**src/rtl/mem_wb_stage_if.sv**
```systemverilog
// rtl/mem_wb_stage_if.sv - MEM/WB stage signal bundle: MEM capture, register file write port, decode bypass
//
// Signals:
//   stall, flush                 pipeline control into the stage
//   mem_*                        instruction leaving MEM
//   write_en/addr/value          register file write port
//   id_rs*_addr / id_rs*_raw     decode-stage read indices and register file data
//   id_rs*_data                  bypassed decode operands
//   retire_count                 retired valid instruction count
// Modports: master drives the pipeline inputs, slave is the stage itself.
interface mem_wb_stage_if;
    logic        stall;
    logic        flush;
    logic        mem_valid;
    logic        mem_reg_write;
    logic [4:0]  mem_rd_addr;
    logic [1:0]  mem_wb_sel;
    logic [2:0]  mem_funct3;
    logic [31:0] mem_alu_result;
    logic [31:0] mem_load_data;
    logic [31:0] mem_pc_plus4;
    logic        write_en;
    logic [4:0]  write_addr;
    logic [31:0] write_value;
    logic [4:0]  id_rs1_addr;
    logic [4:0]  id_rs2_addr;
    logic [31:0] id_rs1_raw;
    logic [31:0] id_rs2_raw;
    logic [31:0] id_rs1_data;
    logic [31:0] id_rs2_data;
    logic [31:0] retire_count;

    modport master (
        output stall, flush, mem_valid, mem_reg_write, mem_rd_addr, mem_wb_sel,
               mem_funct3, mem_alu_result, mem_load_data, mem_pc_plus4,
               id_rs1_addr, id_rs2_addr, id_rs1_raw, id_rs2_raw,
        input  write_en, write_addr, write_value, id_rs1_data, id_rs2_data, retire_count
    );

    modport slave (
        input  stall, flush, mem_valid, mem_reg_write, mem_rd_addr, mem_wb_sel,
               mem_funct3, mem_alu_result, mem_load_data, mem_pc_plus4,
               id_rs1_addr, id_rs2_addr, id_rs1_raw, id_rs2_raw,
        output write_en, write_addr, write_value, id_rs1_data, id_rs2_data, retire_count
    );
endinterface

```
**src/rtl/mem_wb_stage.sv**
```systemverilog
// rtl/mem_wb_stage.sv - RV32I MEM/WB pipeline register, load extension, writeback select, decode bypass
//
// Ports:
//   clk      rising-edge clock
//   reset_n  asynchronous active-low reset
//   bus      mem_wb_stage_if.slave (MEM inputs, register file write port, decode bypass, retire count)
module mem_wb_stage (
    input  logic           clk,
    input  logic           reset_n,
    mem_wb_stage_if.slave  bus
);

    logic        valid_q,     valid_d;
    logic        reg_write_q, reg_write_d;
    logic [4:0]  rd_q,        rd_d;
    logic [1:0]  wb_sel_q,    wb_sel_d;
    logic [2:0]  funct3_q,    funct3_d;
    logic [31:0] alu_q,       alu_d;
    logic [31:0] load_q,      load_d;
    logic [31:0] pc4_q,       pc4_d;
    logic [31:0] retire_q,    retire_d;

    logic [7:0]  ld_byte;
    logic [15:0] ld_half;
    logic [31:0] ld_ext;
    logic [31:0] wb_value;
    logic        wb_en;

    // Flush only needs to kill the side effects; the payload fields are
    // don't-care for a bubble, so they simply hold.
    always_comb begin
        valid_d     = valid_q;
        reg_write_d = reg_write_q;
        rd_d        = rd_q;
        wb_sel_d    = wb_sel_q;
        funct3_d    = funct3_q;
        alu_d       = alu_q;
        load_d      = load_q;
        pc4_d       = pc4_q;
        if (bus.flush) begin
            valid_d     = 1'b0;
            reg_write_d = 1'b0;
        end else if (!bus.stall) begin
            valid_d     = bus.mem_valid;
            reg_write_d = bus.mem_reg_write;
            rd_d        = bus.mem_rd_addr;
            wb_sel_d    = bus.mem_wb_sel;
            funct3_d    = bus.mem_funct3;
            alu_d       = bus.mem_alu_result;
            load_d      = bus.mem_load_data;
            pc4_d       = bus.mem_pc_plus4;
        end
    end

    // An instruction retires on the edge it leaves WB: either advanced
    // normally or pushed out by a flush (flush beats stall).
    always_comb begin
        retire_d = retire_q;
        if (valid_q && (!bus.stall || bus.flush)) begin
            retire_d = retire_q + 32'd1;
        end
    end

    always_ff @(posedge clk or negedge reset_n) begin
        if (!reset_n) begin
            valid_q     <= 1'b0;
            reg_write_q <= 1'b0;
            rd_q        <= 5'd0;
            wb_sel_q    <= 2'b00;
            funct3_q    <= 3'b000;
            alu_q       <= 32'd0;
            load_q      <= 32'd0;
            pc4_q       <= 32'd0;
            retire_q    <= 32'd0;
        end else begin
            valid_q     <= valid_d;
            reg_write_q <= reg_write_d;
            rd_q        <= rd_d;
            wb_sel_q    <= wb_sel_d;
            funct3_q    <= funct3_d;
            alu_q       <= alu_d;
            load_q      <= load_d;
            pc4_q       <= pc4_d;
            retire_q    <= retire_d;
        end
    end

    // Byte lane from the low address bits; halfword uses only bit 1.
    always_comb begin
        ld_byte = load_q[{alu_q[1:0], 3'b000} +: 8];
        ld_half = alu_q[1] ? load_q[31:16] : load_q[15:0];
        case (funct3_q)
            3'b000:  ld_ext = {{24{ld_byte[7]}}, ld_byte};
            3'b100:  ld_ext = {24'd0, ld_byte};
            3'b001:  ld_ext = {{16{ld_half[15]}}, ld_half};
            3'b101:  ld_ext = {16'd0, ld_half};
            3'b010:  ld_ext = load_q;
            default: ld_ext = 32'd0;
        endcase
    end

    always_comb begin
        case (wb_sel_q)
            2'b00:   wb_value = alu_q;
            2'b01:   wb_value = ld_ext;
            2'b10:   wb_value = pc4_q;
            default: wb_value = 32'd0;
        endcase
    end

    // x0 is filtered by the register file, not here; the bypass must still
    // never forward into x0 reads.
    assign wb_en            = valid_q & reg_write_q;
    assign bus.write_en     = wb_en;
    assign bus.write_addr   = rd_q;
    assign bus.write_value  = wb_value;
    assign bus.retire_count = retire_q;

    assign bus.id_rs1_data = (wb_en && (rd_q == bus.id_rs1_addr) && (bus.id_rs1_addr != 5'd0))
                             ? wb_value : bus.id_rs1_raw;
    assign bus.id_rs2_data = (wb_en && (rd_q == bus.id_rs2_addr) && (bus.id_rs2_addr != 5'd0))
                             ? wb_value : bus.id_rs2_raw;

endmodule
```
**src/flat_wrapper.sv**
```systemverilog
// flat-port wrapper written by rule: the top's interface ports become plain ports
module mem_wb_stage_flat 
  (clk, reset_n, bus_stall, bus_flush, bus_mem_valid, bus_mem_reg_write, bus_mem_rd_addr, bus_mem_wb_sel, bus_mem_funct3, bus_mem_alu_result, bus_mem_load_data, bus_mem_pc_plus4, bus_id_rs1_addr, bus_id_rs2_addr, bus_id_rs1_raw, bus_id_rs2_raw, bus_write_en, bus_write_addr, bus_write_value, bus_id_rs1_data, bus_id_rs2_data, bus_retire_count);
  mem_wb_stage_if bus_i ();
  input  logic clk;
  input  logic reset_n;
  input wire logic [$bits(bus_i.stall)-1:0] bus_stall;
  input wire logic [$bits(bus_i.flush)-1:0] bus_flush;
  input wire logic [$bits(bus_i.mem_valid)-1:0] bus_mem_valid;
  input wire logic [$bits(bus_i.mem_reg_write)-1:0] bus_mem_reg_write;
  input wire logic [$bits(bus_i.mem_rd_addr)-1:0] bus_mem_rd_addr;
  input wire logic [$bits(bus_i.mem_wb_sel)-1:0] bus_mem_wb_sel;
  input wire logic [$bits(bus_i.mem_funct3)-1:0] bus_mem_funct3;
  input wire logic [$bits(bus_i.mem_alu_result)-1:0] bus_mem_alu_result;
  input wire logic [$bits(bus_i.mem_load_data)-1:0] bus_mem_load_data;
  input wire logic [$bits(bus_i.mem_pc_plus4)-1:0] bus_mem_pc_plus4;
  input wire logic [$bits(bus_i.id_rs1_addr)-1:0] bus_id_rs1_addr;
  input wire logic [$bits(bus_i.id_rs2_addr)-1:0] bus_id_rs2_addr;
  input wire logic [$bits(bus_i.id_rs1_raw)-1:0] bus_id_rs1_raw;
  input wire logic [$bits(bus_i.id_rs2_raw)-1:0] bus_id_rs2_raw;
  output wire logic [$bits(bus_i.write_en)-1:0] bus_write_en;
  output wire logic [$bits(bus_i.write_addr)-1:0] bus_write_addr;
  output wire logic [$bits(bus_i.write_value)-1:0] bus_write_value;
  output wire logic [$bits(bus_i.id_rs1_data)-1:0] bus_id_rs1_data;
  output wire logic [$bits(bus_i.id_rs2_data)-1:0] bus_id_rs2_data;
  output wire logic [$bits(bus_i.retire_count)-1:0] bus_retire_count;
  assign bus_i.stall = bus_stall;
  assign bus_i.flush = bus_flush;
  assign bus_i.mem_valid = bus_mem_valid;
  assign bus_i.mem_reg_write = bus_mem_reg_write;
  assign bus_i.mem_rd_addr = bus_mem_rd_addr;
  assign bus_i.mem_wb_sel = bus_mem_wb_sel;
  assign bus_i.mem_funct3 = bus_mem_funct3;
  assign bus_i.mem_alu_result = bus_mem_alu_result;
  assign bus_i.mem_load_data = bus_mem_load_data;
  assign bus_i.mem_pc_plus4 = bus_mem_pc_plus4;
  assign bus_i.id_rs1_addr = bus_id_rs1_addr;
  assign bus_i.id_rs2_addr = bus_id_rs2_addr;
  assign bus_i.id_rs1_raw = bus_id_rs1_raw;
  assign bus_i.id_rs2_raw = bus_id_rs2_raw;
  assign bus_write_en = bus_i.write_en;
  assign bus_write_addr = bus_i.write_addr;
  assign bus_write_value = bus_i.write_value;
  assign bus_id_rs1_data = bus_i.id_rs1_data;
  assign bus_id_rs2_data = bus_i.id_rs2_data;
  assign bus_retire_count = bus_i.retire_count;
  mem_wb_stage u_core (.clk(clk), .reset_n(reset_n), .bus(bus_i));
endmodule
```
**config.mk**
```make
export PLATFORM = sky130hd
export DESIGN_NAME = mem_wb_stage_flat
export DESIGN_NICKNAME = d
export VERILOG_FILES = /design/src/rtl/mem_wb_stage_if.sv /design/src/rtl/mem_wb_stage.sv /design/src/flat_wrapper.sv
export SDC_FILE = /design/constraint.sdc
export NUM_CORES = 1
export LEC_CHECK = 0
export CAP_MARGIN = 20
export CORE_ASPECT_RATIO = 0.8
export CORE_MARGIN = 4
export CORE_UTILIZATION = 30
export DETAILED_ROUTE_END_ITERATION = 7
export DONT_BUFFER_PORTS = 1
export SYNTH_ARGS = -nofsm -noshare
export SYNTH_HDL_FRONTEND = slang
export SYNTH_SLANG_ARGS = --single-unit
```
**constraint.sdc**
```tcl
create_clock -name clk -period 5.3 [get_ports clk]
set_input_delay 0.795 -clock clk [delete_from_list [all_inputs] [get_ports clk]]
set_output_delay 0.795 -clock clk [all_outputs]
set_load 0.1 [all_outputs]
```
Word-level counts from Yosys, hierarchy flattened. Cells that the tools add are included.

Bits of input ports: 186. Memory bits (read-only): 0. Output and inout port bits: 134. Latch bits: 0. Register bits: 140. RAM bits: 0. Logic and storage cells: 44. Memories: 0.

$mul: 0. $add $sub $neg: 1. Multiplexer cells: 9. Reduce and logical (&&, ||, !) cells: 12. Shift operators: 1. $lt $le $gt $ge: 0. Div/mod/pow operators: 0. Eq/ne operators: 9. Bitwise gates (word level): 3.

Operators by type and width (count): $pmux 32 s5 (1); $pmux 32 s3 (1); $mux 32 (2); $add 32x1->32 const B (1); $shiftx 32x6->8 (1); $mux 16 (1); $eq 5x5->1 (2); $reduce_bool 5->1 (2); $eq 3x3->1 const B (2); $logic_and 1x1->1 (5); $mux 1 (4); $eq 3x1->1 const B (1); $eq 3x2->1 const B (1); $logic_not 3->1 (1); $eq 2x1->1 const B (1); $eq 2x2->1 const B (1); $logic_not 2->1 (1); $ne 2x1->1 const B (1); $not 1->1 (2); $reduce_and 2->1 (1); $and 1x1->1 (1); $logic_not 1->1 (1); $logic_or 1x1->1 (1).

Depth between registers and ports, before layout. Gate-level depths: netlist of run 1.

Depth after elaboration: 4. Mapped depth: 8. Mapped depth without buffers: 6.

Worst setup path before layout of run 1. No wires, ideal clock.

Kind: register to output. Start: reg u_core.rd_q[2] (netlist: u_core.bus.write_addr[2]). End: out bus_id_rs2_data[0]. Arrival time: 3.978 ns. Data required time: 4.505 ns. Cell stages (with the launch flop): 7. Path buffers: 2. Path slack: 0.527 ns. Cell sequence: dfrtp_1 > xor2_1 > nor3_1 > o2111ai_1 > buf_2 > clkbuf_1 > o21ai_0.

Word-level cells in the longest chain between the ends: 4.

RTL lines: start: declaration (line mem_wb_stage.sv:15) `logic [4:0] rd_q, rd_d;`; start signal: assignment (line mem_wb_stage.sv:78) `rd_q <= rd_d;`; $eq 5x5->1 (line mem_wb_stage.sv:121) `assign bus.id_rs2_data = (wb_en && (rd_q == bus.id_rs2_addr) && (bus.id_rs2_addr != 5'd0))`; $logic_and 1x1->1 (2 in a row) (line mem_wb_stage.sv:121); $mux 32 (line mem_wb_stage.sv:122) `? wb_value : bus.id_rs2_raw;`; end: declaration (line flat_wrapper.sv:25) `output wire logic [$bits(bus_i.id_rs2_data)-1:0] bus_id_rs2_data;`.

No other way between the ends.

Worst setup path in the final report of run 1.
Start: reg u_core.alu_q[1]. End: out bus_id_rs2_data[7].

Word-level cells in the longest chain between the ends: 4. Elaborated cells on any way between the ends: 5. Those cells by class: shift: 1; mux: 4.

RTL lines: start: declaration (line mem_wb_stage.sv:18) `logic [31:0] alu_q, alu_d;`; start signal: assignment (line mem_wb_stage.sv:81) `alu_q <= alu_d;`; $shiftx 32x6->8 / $mux 16 (equally long branches) (line mem_wb_stage.sv:90, mem_wb_stage.sv:91); $pmux 32 s5 (*) (line mem_wb_stage.sv:92) `case (funct3_q)`; $pmux 32 s3 (*) (line mem_wb_stage.sv:103) `case (wb_sel_q)`; via bus_write_value[7] (line flat_wrapper.sv:23) `output wire logic [$bits(bus_i.write_value)-1:0] bus_write_value;`; $mux 32 (*) (line mem_wb_stage.sv:122).

Mark *: on every way through the listed nets, which the timed path passes. The rest lies on a longest branch.

==> metrics.yaml, run 1 <==
clock_network:
  path_clk_slew_ns: 0.06
  cts_tree: "yes"
  ctsResizeCount: 0
  cts_buffers: 17
  holdBufCountCts: 0
  clkSinkCount: 140
  cts_setup_buffers: 0
  clk_path_buf_depth: 2
  clock_latency_ns: 0.42
  cts_root_buffer: "clkbuf_16"
  htree_levels: 4
place:
  dp_hpwl_um: 17800
  portBuffers: 0
  gp_congestion: 0.757
layout:
  areaGrowthSynthToFinish_pct: 20.3
  final_nets: 869
  nFillCells: 2472
  drive_gt1_share_pct: 43.5
sta:
  relSlewSlack_pct: 21.1
  slew_viol_final: 0
  tightest_slew_ns: 1.18
  rsz0062_at_grt: "false"
  whs_ns: 0.0692
  tns_ns: 0
  max_clock_freq_mhz: 209
  hold_violations: 0
  setup_viol: 0
  clock_skew_ns: 0.00469
  period_share_pct: 90.2
  fin_crit_ns: 4.78
worst_setup_path:
  path_class: "reg -> out"
  r2r_setup_slack_ns: 2.48
  r2r_end: "u_core.bus.retire_count[28]"
  end_kind: "primary output"
  r2r-start: "u_core.bus.retire_count[0]"
  rr_worst_depth: 6
  start_kind: "flop"
  worst-path-max-fanout: 21
  required_ns: 4.51
  arrival_ns: 3.99
pwr:
  p_leak_nw: 3.95
  power_mw: 4.17
  irDropWorstVdd_v: 0.000325
  p_per_area_nw_per_um2: 443
synthesis:
  syn_inst: 649
  yosys.area_share.adder_pct: 0.160
  synth.avg_cell_area_sq_um: 12.0
  synth_simple_gate_area_share_pct: 7.75
  syn-cell-area_sq_um: 7810
  synth_top_family_by_area: "multiplexers"
  synthArstFlopShare_pct: 100
  synth.net_count: 836
  synth_flop_cell: "dfrtp_1"
  synth_cell_types: 47
  synth_xor_area_share_pct: 4.37
  synth_edf_count: 0
  ys_warn_count: 0
  muxShareOfSynthArea_pct: 30.0
  synth_compound_area_share_pct: 9.55
  ys_seq_area_share_pct: 44.8
  ys_seq_elements: 140
min_path:
  min_path_type: "in -> async"
routing:
  drtPass1Iterations: 4
  via_per_inst: 5.13
  ant_nets: 0
  routed_wl_um: 24200
  drc: 0
  wire_per_inst_um: 23.1
  via_count: 5374
  drtIter0Drc: 264
global_route:
  antenna_found_initial: 9
  track_usage_pct: 16.5
  grt_pass1_vias: 5507
  grt_pass1_wl_um: 36200
  grt_max_degree: 141
  grt_overflow: 0
floorplanning:
  die_w_um: 188
  dieArea_sq_um: 28700
  die_h_um: 152
  start_util_pct: 30.7
  fp-row-count: 52
  core-area_sq_um: 25400
  pin_count: 320
run:
  maxCapViolCount: 0
outcome:
  outcome: "complete, no violations"
## flip-flops by register name, indices dropped and copies added, names as in the netlist, 2 cells and up
register,cells
u_core.bus.retire_count,32
u_core.pc4_q,32
u_core.load_q,32
u_core.wb_sel_q,2
u_core.funct3_q,3
u_core.bus.write_addr,5
u_core.alu_q,32
## area by class of cell
| class | instances | area (sq um) | share of cell area, % |
|---|---|---|---|
| antenna | 1 | 2.50 | 0.0266 |
| clock buffer | 22 | 484 | 5.15 |
| clock inverter | 10 | 115 | 1.22 |
| inverter | 13 | 48.8 | 0.519 |
| multi-input combinational | 454 | 4230 | 45.0 |
| sequential | 140 | 3510 | 37.3 |
| tap | 351 | 439 | 4.67 |
| timing repair buffer | 56 | 577 | 6.14 |
## cells in the final DEF (no fill, tap or decap), types with 4 or more instances in the layout
cell type	instances
o21ai_0	15
o21ai_2	21
mux2i_1	46
buf_4	37
nand3_1	12
xor2_1	18
nand4_1	5
nor3_1	13
o2bb2ai_2	14
dfrtp_1	138
o2bb2ai_1	9
a211o_1	14
mux2_2	165
clkbuf_8	4
a221oi_1	6
clkbuf_1	9
buf_16	6
nand2_1	31
nor2_1	23
clkbuf_16	21
xnor2_1	21
inv_1	13
## critical path, cell delays in order, from the launching register on
cell     delay [ns]
dfrtp_1        0.93
or3b_1         0.44
o22ai_2        0.67
o21ai_0        0.32
o21ai_2        0.51
mux2_2         0.69
## kinds of logic (layout without fill, tap and decap cells)
group | after synthesis | after routing
xor gates and xnor gates | 39 | 39
DFF | 140 | 140
buffers and inverters | 55 | 101
other | 0 | 1
adders and majority gates | 1 | 1
and+or+nand+nor | 111 | 111
AOI/OAI and AO/OA | 91 | 91
muxes | 212 | 212
## synth_stat cells (3+ instances only)
library cell  instances  area share [%]
a211o_1              14             1.6
mux2_2              165              24
xor2_1               18             2.0
o2bb2ai_1            15             1.7
nand2b_1              3            0.24
buf_6                 3            0.43
nor3b_2               3            0.48
nand2_1              31             1.5
and4_1                3            0.34
mux2i_1              46             5.9
o2bb2ai_2             8             1.5
nand3_1              12            0.77
nor3_1               13            0.83
buf_4                 3            0.29
dfrtp_1             140              45
nor2_1               24             1.2
xnor2_1              21             2.4
nand4_1               5            0.40
clkbuf_1             18            0.86
buf_2                17             1.1
inv_1                13            0.62
nor4_2                3            0.48
o21ai_1               4            0.26
a221oi_1              6            0.67
o21ai_0              31             2.0
## per-layer routing
| layer | track usage (%) | part of all wire (%) | vias to the layer above |
|---|---|---|---|
| li1 | - | - | 2458 |
| met1 | 22.1 | 44 | 2654 |
| met2 | 24.9 | 45 | 217 |
| met3 | 7.24 | 9.1 | 29 |
| met4 | 3.26 | 0.87 | 16 |
| met5 | 0 | 0.48 | - |
## power by group
| part | leakage [nW] | switching (mW) | internal [mW] |
|---|---|---|---|
| Sequential | 1.68 | 0.277 | 1.21 |
| Clock | 0.288 | 0.470 | 0.742 |
| Combinational | 1.99 | 1.04 | 0.429 |
## per-stage QoR
step,instances,worst slack [ns],util [%],instance area [sq um]
3_5_place_dp,997,0.865,33.5,8530
2_1_floorplan,649,0.527,-,7810
4_1_cts,1029,0.406,35.9,9130
6_report,1047,0.519,36.9,9400
5_1_grt,1047,0.285,36.9,9400
3_3_place_gp,995,0.899,33.4,8500
## how the worst max path moves through the flow
stage	end	startpoint	slack, ns
floorplan	bus_id_rs2_data[0]	u_core.bus.write_addr[2]	0.53
global placement	bus_id_rs2_data[7]	u_core.alu_q[1]	0.90
detailed placement	bus_id_rs2_data[7]	u_core.alu_q[1]	0.86
CTS	bus_id_rs2_data[7]	u_core.alu_q[1]	0.41
global route	bus_id_rs2_data[7]	u_core.alu_q[1]	0.28
finish	bus_id_rs2_data[7]	u_core.alu_q[1]	0.52
Note: power is estimated with default switching activity, not from simulation.
==> run 2, diff against run 1 <==
CELL_PAD_IN_SITES_DETAIL_PLACEMENT = 1   (was unset)
CELL_PAD_IN_SITES_GLOBAL_PLACEMENT = 1   (was unset)
CORE_MARGIN = 3   (was 4)
PLACE_DENSITY_LB_ADDON = 0.1   (was unset)
==> metrics.yaml, run 2 (synthesis results as in run 1) <==
clock_network:
  path_clk_slew_ns: 0.06  # about the same
  holdBufCountCts: 0  # unchanged
  cts_setup_buffers: 0  # unchanged
  ctsResizeCount: 0  # unchanged
  cts_tree: "yes"
  clk_path_buf_depth: 2  # unchanged
  cts_buffers: 17  # unchanged
  clock_latency_ns: 0.42  # about the same
  htree_levels: 4  # unchanged
  clkSinkCount: 140  # unchanged
  cts_root_buffer: "clkbuf_16"
worst_setup_path:
  startpoint: "u_core.funct3_q[1]"
  end_kind: "primary output"
  worst-path-max-fanout: 18  # -14%
  rr_worst_depth: 6  # unchanged
  start_kind: "flop"
  required_ns: 4.51  # about the same
  critPathMaxStageDelay_ns: 0.74  # -0.19 ns
  r2r_end: "u_core.bus.retire_count[28]"
  r2r_setup_slack_ns: 2.29  # -0.19 ns
  r2r-start: "u_core.bus.retire_count[0]"
  path_cells: "nor3b_4 -> buf_4 -> o2bb2ai_1 -> o21ai_0 -> o21ai_2 -> mux2_2"
  path_class: "reg -> out"
  arrival_ns: 3.61  # -0.38 ns
  critPathSlowestCell: "nor3b_4"
  critPathCapture: "bus_id_rs1_data[9]"
layout:
  register_area_sq_um: 3510  # unchanged
  final_util_pct: 36.3  # -0.69 points
  multiInputGateArea_sq_um: 4230  # unchanged
  layout_common_cells: "mux2_2, dfrtp_1, mux2i_1"
  final_nets: 857  # -1.4%
  final_area_sq_um: 9220  # -1.9%
  drive_gt1_share_pct: 43.5  # about the same
  nFillCells: 2724  # +10%
  layout_commonest_cell: "mux2_2"
  finalNonFillerCells: 1038  # -0.86%
  areaGrowthSynthToFinish_pct: 18.0
sta:
  setup_viol: 0  # unchanged
  slew_viol_final: 0  # unchanged
  clock_skew_ns: 0.00711  # +0.00241 ns
  tightest_slew_ns: 1.17  # -0.00852 ns
  worst_slack_ns: 0.899  # +0.380 ns
  tns_ns: 0  # unchanged
  relSlewSlack_pct: 22.2  # +1.0 points
  period_share_pct: 83.0  # -7.2 points
  max_clock_freq_mhz: 227  # +8.6%
  hold_violations: 0  # unchanged
  fin_crit_ns: 4.40  # -0.380 ns
  whs_ns: 0.0621  # -0.00709 ns
  rsz0062_at_grt: "false"
floorplanning:
  fp-row-count: 52  # unchanged
  core-area_sq_um: 25400  # unchanged
  start_util_pct: 30.7  # unchanged
  die_h_um: 150  # -1.3%
  dieArea_sq_um: 28000  # -2.4%
  die_w_um: 186  # -1.1%
  pin_count: 320  # unchanged
pwr:
  power_mw: 4.15  # -0.44%
  p_leak_nw: 3.88  # -2.0%
  p_per_area_nw_per_um2: 450  # +1.5%
  irDropWorstVdd_v: 0.000332  # +2.2%
routing:
  wire_per_inst_um: 24.8  # +7.3%
  via_per_inst: 5.26  # +2.6%
  via_count: 5464  # +1.7%
  drtPass1Iterations: 4  # unchanged
  drtIter0Drc: 182  # -31%
  routed_wl_um: 25800  # +6.3%
  ant_nets: 0  # unchanged
  drc: 0  # unchanged
place:
  dpl-instance-area_sq_um: 8540  # +0.13%
  dpl_worst_slack_ns: 1.33  # +0.470 ns
  dpl.cell_count: 998  # +0.10%
  portBuffers: 0  # unchanged
  dp_hpwl_um: 18900  # +6.2%
  gp_congestion: 0.797  # +5.3%
run:
  maxCapViolCount: 0  # unchanged
global_route:
  grt_max_degree: 141  # unchanged
  antenna_found_initial: 17  # +8
  track_usage_pct: 18.1  # +1.6 points
  grt_overflow: 0  # unchanged
  grt_pass1_wl_um: 38000  # +4.8%
  grt_pass1_vias: 5989  # +8.8%
min_path:
  min_path_type: "in -> async"
outcome:
  outcome: "complete, no violations"
run 2: metal layers:
layer / global-route usage (%) / vias to the layer above / wire (um)
met1: 21.8 / 2759 / 10900
li1: - / 2425 / -
met4: 5.18 / 26 / 260
met5: 0 / - / 179
met3: 7.61 / 43 / 2020
met2: 29.9 / 211 / 12400
run 2: how the worst min path moves through the flow:
stage                     startpoint                to  slack [ns]
finish                       reset_n   u_core.alu_q[5]        0.06
global route                 reset_n   u_core.alu_q[5]        0.03
CTS                          reset_n  u_core.load_q[6]        0.04
detailed placement  u_core.alu_q[11]  u_core.alu_q[11]        0.50
global placement    u_core.alu_q[26]  u_core.alu_q[26]        0.49
floorplan           u_core.alu_q[10]  u_core.alu_q[10]        0.48
run 2: cell type report:
class                      count  share of cell area (%)
antenna                        4                   0.109
sequential                   140                    38.0
tap                          351                    4.76
timing repair buffer          44                    4.15
clock buffer                  19                    4.80
clock inverter                13                    1.80
multi-input combinational    454                    45.8
inverter                      13                   0.529
run 2: power breakdown:
part | total [mW] | switching [mW] | internal [mW]
clock network | 1.25 | 0.495 | 0.756
registers | 1.51 | 0.304 | 1.20
logic | 1.39 | 1.01 | 0.377
run 2: critical path, delay by kind of cell, from the launching register on:
| family | cells | cell delay, ns |
|---|---|---|
| muxes | 1 | 0.69 |
| and+or+nand+nor | 1 | 0.74 |
| buffers and inverters | 1 | 0.34 |
| DFF | 1 | 0.57 |
| AOI/OAI and AO/OA | 3 | 0.84 |
==> run 3, diff against run 2 <==
clock period = 3.8 ns   (was 5.3 ns; I/O delays follow)
==> metrics.yaml, run 3 (synthesis results as in run 1) <==
outcome:
  outcome: "complete, but fails checks"
  violations: "hold timing"
routing:
  via_count: 5841  # +6.9%
  wire_per_inst_um: 23.7  # -4.6%
  routed_wl_um: 26800  # +4.0%
  drtIter0Drc: 244  # +34%
  drc: 0  # unchanged
  drtPass1Iterations: 5  # +1
  via_per_inst: 5.16  # -1.9%
  ant_nets: 0  # unchanged
pwr:
  combPwrFrac_pct: 40.9  # +7.4 points
  irDropWorstVdd_v: 0.000474  # +42%
  p_clk_share_pct: 28.4  # -1.7 points
  p_sw_share_pct: 43.2  # -0.44 points
  p_leak_nw: 4.64  # +20%
  p_per_area_nw_per_um2: 558  # +24%
  p_switching_mw: 2.59  # +43%
  p_seq_share_pct: 30.7  # -5.7 points
  power_mw: 5.98  # +44%
  intPower_mw: 3.40  # +45%
worst_setup_path:
  critPathMaxStageDelay_ns: 0.64  # -0.10 ns
  end_kind: "primary output"
  path_class: "reg -> out"
  start_kind: "flop"
  worst-path-max-fanout: 16  # -2
  r2r_setup_slack_ns: 1.29  # -1.00 ns
  arrival_ns: 2.94  # -0.67 ns
  critPathSlowestCell: "o22ai_2"
  cp_num_buf_inv: 1  # unchanged
  r2r_end: "u_core.bus.retire_count[28]"
  required_ns: 3.23  # -1.28 ns
  cp_top_family: "compound AO/OA/AOI/OAI gates"
  r2r-start: "u_core.bus.retire_count[1]"
  path_cells: "or3b_1 -> o22ai_2 -> o21ai_0 -> o21ai_2 -> mux2_2 -> buf_12"
  rr_worst_depth: 7  # +1
floorplanning:
  pin_count: 320  # unchanged
  fp-row-count: 52  # unchanged
  die_h_um: 150  # unchanged
  dieArea_sq_um: 28000  # unchanged
  start_util_pct: 30.7  # unchanged
  core-area_sq_um: 25400  # unchanged
  die_w_um: 186  # unchanged
sta:
  tightest_slew_ns: 1.01  # -0.153 ns
  clock_skew_ns: 0.00735  # +0.000244 ns
  hold_violations: 140  # +140
  rsz0062_at_grt: "false"
  relSlewSlack_pct: 32.4  # +10 points
  whs_ns: -0.153  # -0.215 ns
  fin_crit_ns: 3.51
  setup_viol: 0  # unchanged
  period_share_pct: 92.5
  slew_viol_final: 0  # unchanged
  tns_ns: 0  # unchanged
  max_clock_freq_mhz: 285
global_route:
  track_usage_pct: 18.8  # +0.69 points
  antenna_found_initial: 8  # -9
  grt_pass1_wl_um: 40200  # +5.9%
  grt_overflow: 0  # unchanged
  grt_max_degree: 141  # unchanged
  grt_pass1_vias: 6430  # +7.4%
clock_network:
  cts_root_buffer: "clkbuf_16"
  clock_latency_ns: 0.42  # about the same
  clk_path_buf_depth: 2  # unchanged
  ctsResizeCount: 0  # unchanged
  path_clk_slew_ns: 0.06  # about the same
  clkSinkCount: 140  # unchanged
  htree_levels: 4  # unchanged
  cts_setup_buffers: 0  # unchanged
  cts_buffers: 17  # unchanged
  cts_tree: "yes"
layout:
  drive_gt1_share_pct: 50.6  # +7.2 points
  layout_commonest_cell: "mux2_2"
  nFillCells: 2615  # -4.0%
  multiInputGateArea_sq_um: 4230  # unchanged
  areaGrowthSynthToFinish_pct: 37.4
  final_nets: 952  # +11%
  register_area_sq_um: 3510  # unchanged
  layout_common_cells: "mux2_2, dfrtp_1, buf_12"
run:
  maxCapViolCount: 0  # unchanged
place:
  dp_hpwl_um: 20500  # +8.3%
  portBuffers: 0  # unchanged
  gp_congestion: 0.796  # -0.14%
min_path:
  min_path_type: "in -> async"
-- run 3: layout make-up --
class / instances / share of cell area (%)
Multi-Input combinational cell: 454 / 39.4
Timing Repair Buffer: 139 / 17.9
Clock inverter: 14 / 1.49
Clock buffer: 18 / 4.00
Sequential cell: 140 / 32.7
Tap cell: 351 / 4.09
Inverter: 13 / 0.455
Antenna cell: 2 / 0.0466
-- run 3: power by group through the flow --
stage,sequential (mW),combinational [mW],clock [mW]
2_1_floorplan,2.07,1.59,0
3_3_place_gp,1.86,2.43,0
3_5_place_dp,1.87,2.47,0
4_1_cts,1.84,2.47,1.76
5_1_grt,1.87,2.55,1.83
6_report,1.84,2.45,1.70
-- run 3: stage by stage --
step | util [%] | hold slack (ns) | cell area (sq um) | std cells | worst slack [ns]
4_1_cts | 42.2 | -0.170 | 10700 | 1129 | 0.218
5_1_grt | 42.2 | -0.186 | 10700 | 1131 | 0.0162
6_report | 42.2 | -0.153 | 10700 | 1131 | 0.286
2_1_floorplan | - | 0.274 | 7820 | 649 | -0.748
3_5_place_dp | 39.9 | 0.283 | 10100 | 1097 | 0.667
3_3_place_gp | 39.9 | 0.283 | 10100 | 1097 | 0.844
-- run 3: worst max path at each step --
stage	start	to	depth (start not counted)	slack, ns
2_1_floorplan	u_core.bus.write_addr[2]	bus_id_rs2_data[0]	6	-0.75
3_3_place_gp	u_core.funct3_q[1]	bus_id_rs1_data[7]	6	0.84
3_5_place_dp	u_core.funct3_q[0]	bus_id_rs1_data[7]	6	0.67
4_1_cts	u_core.funct3_q[1]	bus_id_rs1_data[7]	6	0.22
5_1_grt	u_core.funct3_q[1]	bus_id_rs1_data[7]	6	0.02
6_report	u_core.funct3_q[0]	bus_id_rs1_data[7]	6	0.29
-- run 3: metal layers --
metal / part of all wire, % / GRT usage (%) / vias up
met5: 0.24 / 0 / -
met4: 1.2 / 4.46 / 12
met3: 6.6 / 6.17 / 27
met2: 50 / 32.6 / 226
met1: 42 / 22.9 / 2974
li1: - / - / 2602
-- run 3: worst register-to-register path: stages, from the launching register on --
cell and delay, ns:
dfrtp_1 0.33, buf_4 0.31, ha_1 0.25, nand2_1 0.07, nor3b_2 0.45, nand4_1 0.45, nor4_2 0.38, xor2_1 0.11
==> RTL edit 1: new RTL, flow settings as in run 3 <==
Make the reset (`reset_n`) synchronous in one clocked block. Comments in the files are not updated.
--- a/src/rtl/mem_wb_stage.sv
+++ b/src/rtl/mem_wb_stage.sv
@@ -61,7 +61,7 @@
         end
     end
 
-    always_ff @(posedge clk or negedge reset_n) begin
+    always_ff @(posedge clk) begin
         if (!reset_n) begin
             valid_q     <= 1'b0;
             reg_write_q <= 1'b0;
Check against the original RTL: differs if reset_n is asserted again (counterexample within 4 cycles, from zero or initial values and one cycle with reset_n low); with reset_n held inactive, the same outputs for 4 cycles.
==> RTL edit 1 against run 3 <==
Via count increased by 18%. Wire length increased by 9.3%. Critical endpoint is now bus_id_rs1_data[2]. Final area shrank 1.9%. Synthesized cell count rose by 38%. Hold slack better by 440 ps. Sequential share of layout area shrank 6.0 points. Worst setup slack got worse by 94 ps. Synthesized area decreased by 3.5%. Sequential cell count is the same. Core utilization is 0.80 points higher. Non-clock buffer count increased by 5.
Power is not compared: it rests on default switching activity, and its combinational part moved more than twofold at a synthesized area within 25%.
==> RTL edit 1: results (changes against run 3) <==
outcome: finished, final reports clean
worst clock skew: 13.06 ps (+5.710 ps)
placeable core area: 0.02450 mm² (-3.7%)
vias in the first global route: 7,551 (+17%)
cells taking the most area after synthesis: sky130_fd_sc_hd__dfxtp_1 (37%), sky130_fd_sc_hd__nand2_1 (12%), sky130_fd_sc_hd__a21boi_0 (11%)
clk tree area frac: 5.986% (+0.50 points)
Tightest Pin Transition: 1087 ps (+73.48 ps)
multi-input combinational cell count: 680 (+50%)
number of standard cells after synthesis: 895 (+38%)
top post-synthesis cells by count: sky130_fd_sc_hd__nand2_1 (246), sky130_fd_sc_hd__dfxtp_1 (140), sky130_fd_sc_hd__a21boi_0 (110)
multi-input combinational area share: 43.47% (+4.1 points)
total wire length after detailed routing: 29,290 µm (+9.3%)
syn nets: 1,082 (+29%)
clock buffer instance count of the final layout: 19 (+1)
net count reported at finish: 1,180 (+24%)
post-detailed-placement cell area: 0.009902 mm² (-2.3%)
worst-case setup slack after placement: 737.4 ps (+70.46 ps)
1st-pass router iterations: 4 (-1)
main flop type after synthesis: sky130_fd_sc_hd__dfxtp_1
non-clock inverter total of the final layout: 10 (-3)
Antenna diodes: 1 (-1)
fillcell total: 2,781 (+6.3%)
count of non-filler cells in the finished layout: 1,325 (+17%)
non-clock buffer total of the final layout: 144 (+3.6%)
multi-input combinational cell area: 0.004579 mm² (+8.3%)
number of library cell types mapped by synthesis: 48 (+2.1%)
sequential fraction of the synthesis area: 37.17% (-7.7 points)
GRT Total Usage: 21.27% (+2.5 points)
vias after detailed routing: 6,907 (+18%)
proportion of final cell area spent on non-clock buffers: 19.76% (+1.9 points)
async set-reset flop share out of synthesis: 0% (-100 points)
Data arrival, critical path: 3040 ps (+100 ps)
initial antenna violation count: 1 (-7)
worst min path class: input port to register
wire length of the first global-routing pass: 44,440 µm (+11%)
final HPWL from detailed placement: 22,610 µm (+10%)
## RTL edit 1: cell types whose count changed in the layout (fill, tap and decap cells not counted), sizes merged, moves of 16 or more
cell / delta
and2: +29
mux2: -103
o21ai: -28
nand2: +215
a21boi: +110
dfrtp: -140
dfxtp: +140
o2bb2ai: -23
o211ai: +16
## RTL edit 1: logic make-up (layout without fill, tap and decap cells)
logic type,count (synthesis),after routing,share of synthesized area [%]
compound gates,170,170,16.61
xor+xnor,35,35,4.066
fa+ha+maj,1,1,0.1659
buf+inv,75,186,4.049
flops,140,140,37.17
mux,108,108,15.53
other cells,0,1,0
simple gates,366,366,22.40
## RTL edit 1: critical path: stages, from the launching register on
cell and delay (ps):
sky130_fd_sc_hd__dfxtp_1 460, sky130_fd_sc_hd__nor2b_1 460, sky130_fd_sc_hd__o31ai_1 250, sky130_fd_sc_hd__a221oi_1 680, sky130_fd_sc_hd__o22ai_2 230, sky130_fd_sc_hd__mux2_2 310, sky130_fd_sc_hd__buf_4 230
## RTL edit 1: report_power, final
group          switching (µW)  internal [µW]
Clock                     695           1080
Combinational             665            312
Sequential               44.9           1520
Total                    1410           2920
## RTL edit 1: worst paths after layout
kind,to,slack (ps),cells after the start,start
worst max-delay path,bus_id_rs1_data[2],190,6,u_core.alu_q[0]
worst min-delay path,u_core.load_q[11],290,2,bus_mem_load_data[11]
worst max register to register,u_core.bus.retire_count[18],1300,6,u_core.bus.retire_count[0]
worst min register to register,u_core.pc4_q[16],470,2,u_core.pc4_q[16]
## RTL edit 1: layer usage
layer / vias to the layer above / wire [µm] / track usage (%)
met3: 24 / 1970 / 6.273
li1: 3282 / - / -
met4: 0 / 411 / 5.253
met5: - / 0 / 0
met2: 233 / 14310 / 36.61
met1: 3368 / 12590 / 26.22
==> RTL edit 2: new RTL, settings of run 3 <==
Made on the original files. `rd_q` and `pc4_q` no longer have a reset.
--- a/src/rtl/mem_wb_stage.sv
+++ b/src/rtl/mem_wb_stage.sv
@@ -65,24 +65,25 @@
         if (!reset_n) begin
             valid_q     <= 1'b0;
             reg_write_q <= 1'b0;
-            rd_q        <= 5'd0;
             wb_sel_q    <= 2'b00;
             funct3_q    <= 3'b000;
             alu_q       <= 32'd0;
             load_q      <= 32'd0;
-            pc4_q       <= 32'd0;
             retire_q    <= 32'd0;
         end else begin
             valid_q     <= valid_d;
             reg_write_q <= reg_write_d;
-            rd_q        <= rd_d;
             wb_sel_q    <= wb_sel_d;
             funct3_q    <= funct3_d;
             alu_q       <= alu_d;
             load_q      <= load_d;
-            pc4_q       <= pc4_d;
             retire_q    <= retire_d;
         end
+    end
+
+    always_ff @(posedge clk) begin
+        rd_q  <= rd_d;
+        pc4_q <= pc4_d;
     end
 
     // Byte lane from the low address bits; halfword uses only bit 1.
Formal check against the unedited RTL: not equivalent (a bounded check fails within 4 cycles, from zero or initial values and one cycle with reset_n low).
==> RTL edit 2 against run 3 <==
Wire length down 1.2%. Highest routed layer unchanged. Critical endpoint is now bus_id_rs2_data[15]. Final cell count down 5.3%. Sequential share of layout area up 3.0 points. Hold slack better by 250 ps. Synthesized cell count down 4.6%. Critical path type unchanged. Critical path depth up 1. Final area down 3.6%. Worst setup slack worse by 41 ps. Power down 1.6%. Sequential cell count unchanged. Non-clock buffer count down 1. Synthesized area down 2.4%. Largest cell class unchanged. First-iteration DRC count down 12%.
==> RTL edit 2: results (changes against run 3) <==
outcome: finished, final reports clean
Routed met3 length: 1991 µm (+13%)
RR Endpoint: u_core.bus.retire_count[27]
clock buffer instance count of the final layout: 19 (+1)
Worst IR Drop VDD: 299.4 µV (-37%)
largest delay contributor family on the critical path: simple AND/OR/NAND/NOR gates
post-detailed-placement cell area: 0.009716 mm² (-4.2%)
Critical Path Slowest Stage Cell: sky130_fd_sc_hd__nor2_2
GRT Total Usage: 19.14% (+0.36 points)
Hold Worst Slack: 95.45 ps (+248.0 ps)
register share of total power: 32.5% (+1.8 points)
placer's final routability congestion estimate: 0.8078 (+1.5%)
non-clock inverter total of the final layout: 15 (+2)
utilization after layout: 42.00% (-0.19 points)
dpl cells: 1,035 (-5.7%)
met1 Track Usage GR: 25.65% (+2.8 points)
cells taking the most area after synthesis: sky130_fd_sc_hd__dfrtp_1 (34%), sky130_fd_sc_hd__mux2_2 (20%), sky130_fd_sc_hd__edfxtp_1 (15%)
average cell area after synthesis: 12.31 µm² (+2.3%)
met3 GRT Util: 6.406% (+0.24 points)
count of flip-flops with a built-in enable after synthesis: 37 (+37)
power per standard cell area: 569.0 mW/mm² (+2.0%)
fraction of final layout cells sized beyond drive strength 1: 48.13% (-2.5 points)
proportion of final cell area spent on non-clock buffers: 16.98% (-0.90 points)
sequential fraction of the synthesis area: 48.39% (+3.5 points)
detailed-routing wirelength on met1: 11,950 µm (+5.4%)
met2 global-route usage: 29.89% (-2.7 points)
worst reg-to-reg setup slack: 1460 ps (+170 ps)
multi-input combinational area share: 37.13% (-2.2 points)
Tightest Pin Transition: 985.5 ps (-28.32 ps)
non-clock buffer total of the final layout: 138 (-0.72%)
XOR/XNOR share of the synthesized area: 4.481% (+0.11 points)
wire length of the first global-routing pass: 39,050 µm (-2.8%)
clk tree area frac: 5.744% (+0.25 points)
number of buffers added on ports: 0 (unchanged)
async set-reset flop share out of synthesis: 73.57% (-26 points)
largest driver fanout on the critical path: 18 (+2)
violation count after the first detailed-route iteration: 214 (-12%)
number of library cell types mapped by synthesis: 61 (+30%)
net count reported at finish: 924 (-2.9%)
adder-cell share of the synthesized area: 0.1641% (+0.0040 points)
Std-Cell Rows: 51 (-1.9%)
1st-pass router iterations: 4 (-1)
initial antenna violation count: 9 (+1)
multi-input combinational cell count: 425 (-6.4%)
complex-gate fraction of the synthesized area: 10.62% (+1.1 points)
post-synthesis mux area share: 24.49% (-5.5 points)
syn nets: 806 (-3.6%)
fillcell total: 2,539 (-2.9%)
vias in the first global route: 6,123 (-4.8%)
switching fraction of total power: 43.06% (-0.15 points)
Data arrival, critical path: 2990 ps (+50 ps)
count of non-filler cells in the finished layout: 1,071 (-5.3%)
total length of routed met2 wires: 12,070 µm (-9.4%)
via count normalized by instance count: 5.330 (+3.2%)
==> RTL edit 2: cell count changes in the layout (fill, tap and decap cells not counted), sizes merged, moves of 7 or more <==
cell,run 3,this run
mux2,165,132
o221ai,0,8
a211oi,2,11
nor2,25,39
dfrtp,140,103
o2bb2ai,23,16
edfxtp,0,37
nand2,31,24
mux2i,46,38
o21ai,36,13
==> RTL edit 2: worst max-delay path by stage <==
stage                                   from  depth (start not counted)                   to  slack (ps)
floorplan           u_core.bus.write_addr[2]                          5   bus_id_rs2_data[0]        -110
finish                    u_core.funct3_q[1]                          7  bus_id_rs2_data[15]         240
global placement             u_core.alu_q[1]                          6   bus_write_value[3]         720
CTS                          u_core.alu_q[1]                          6   bus_write_value[3]         110
detailed placement           u_core.alu_q[1]                          6   bus_write_value[3]         610
global route              u_core.funct3_q[0]                          6  bus_id_rs2_data[15]          20
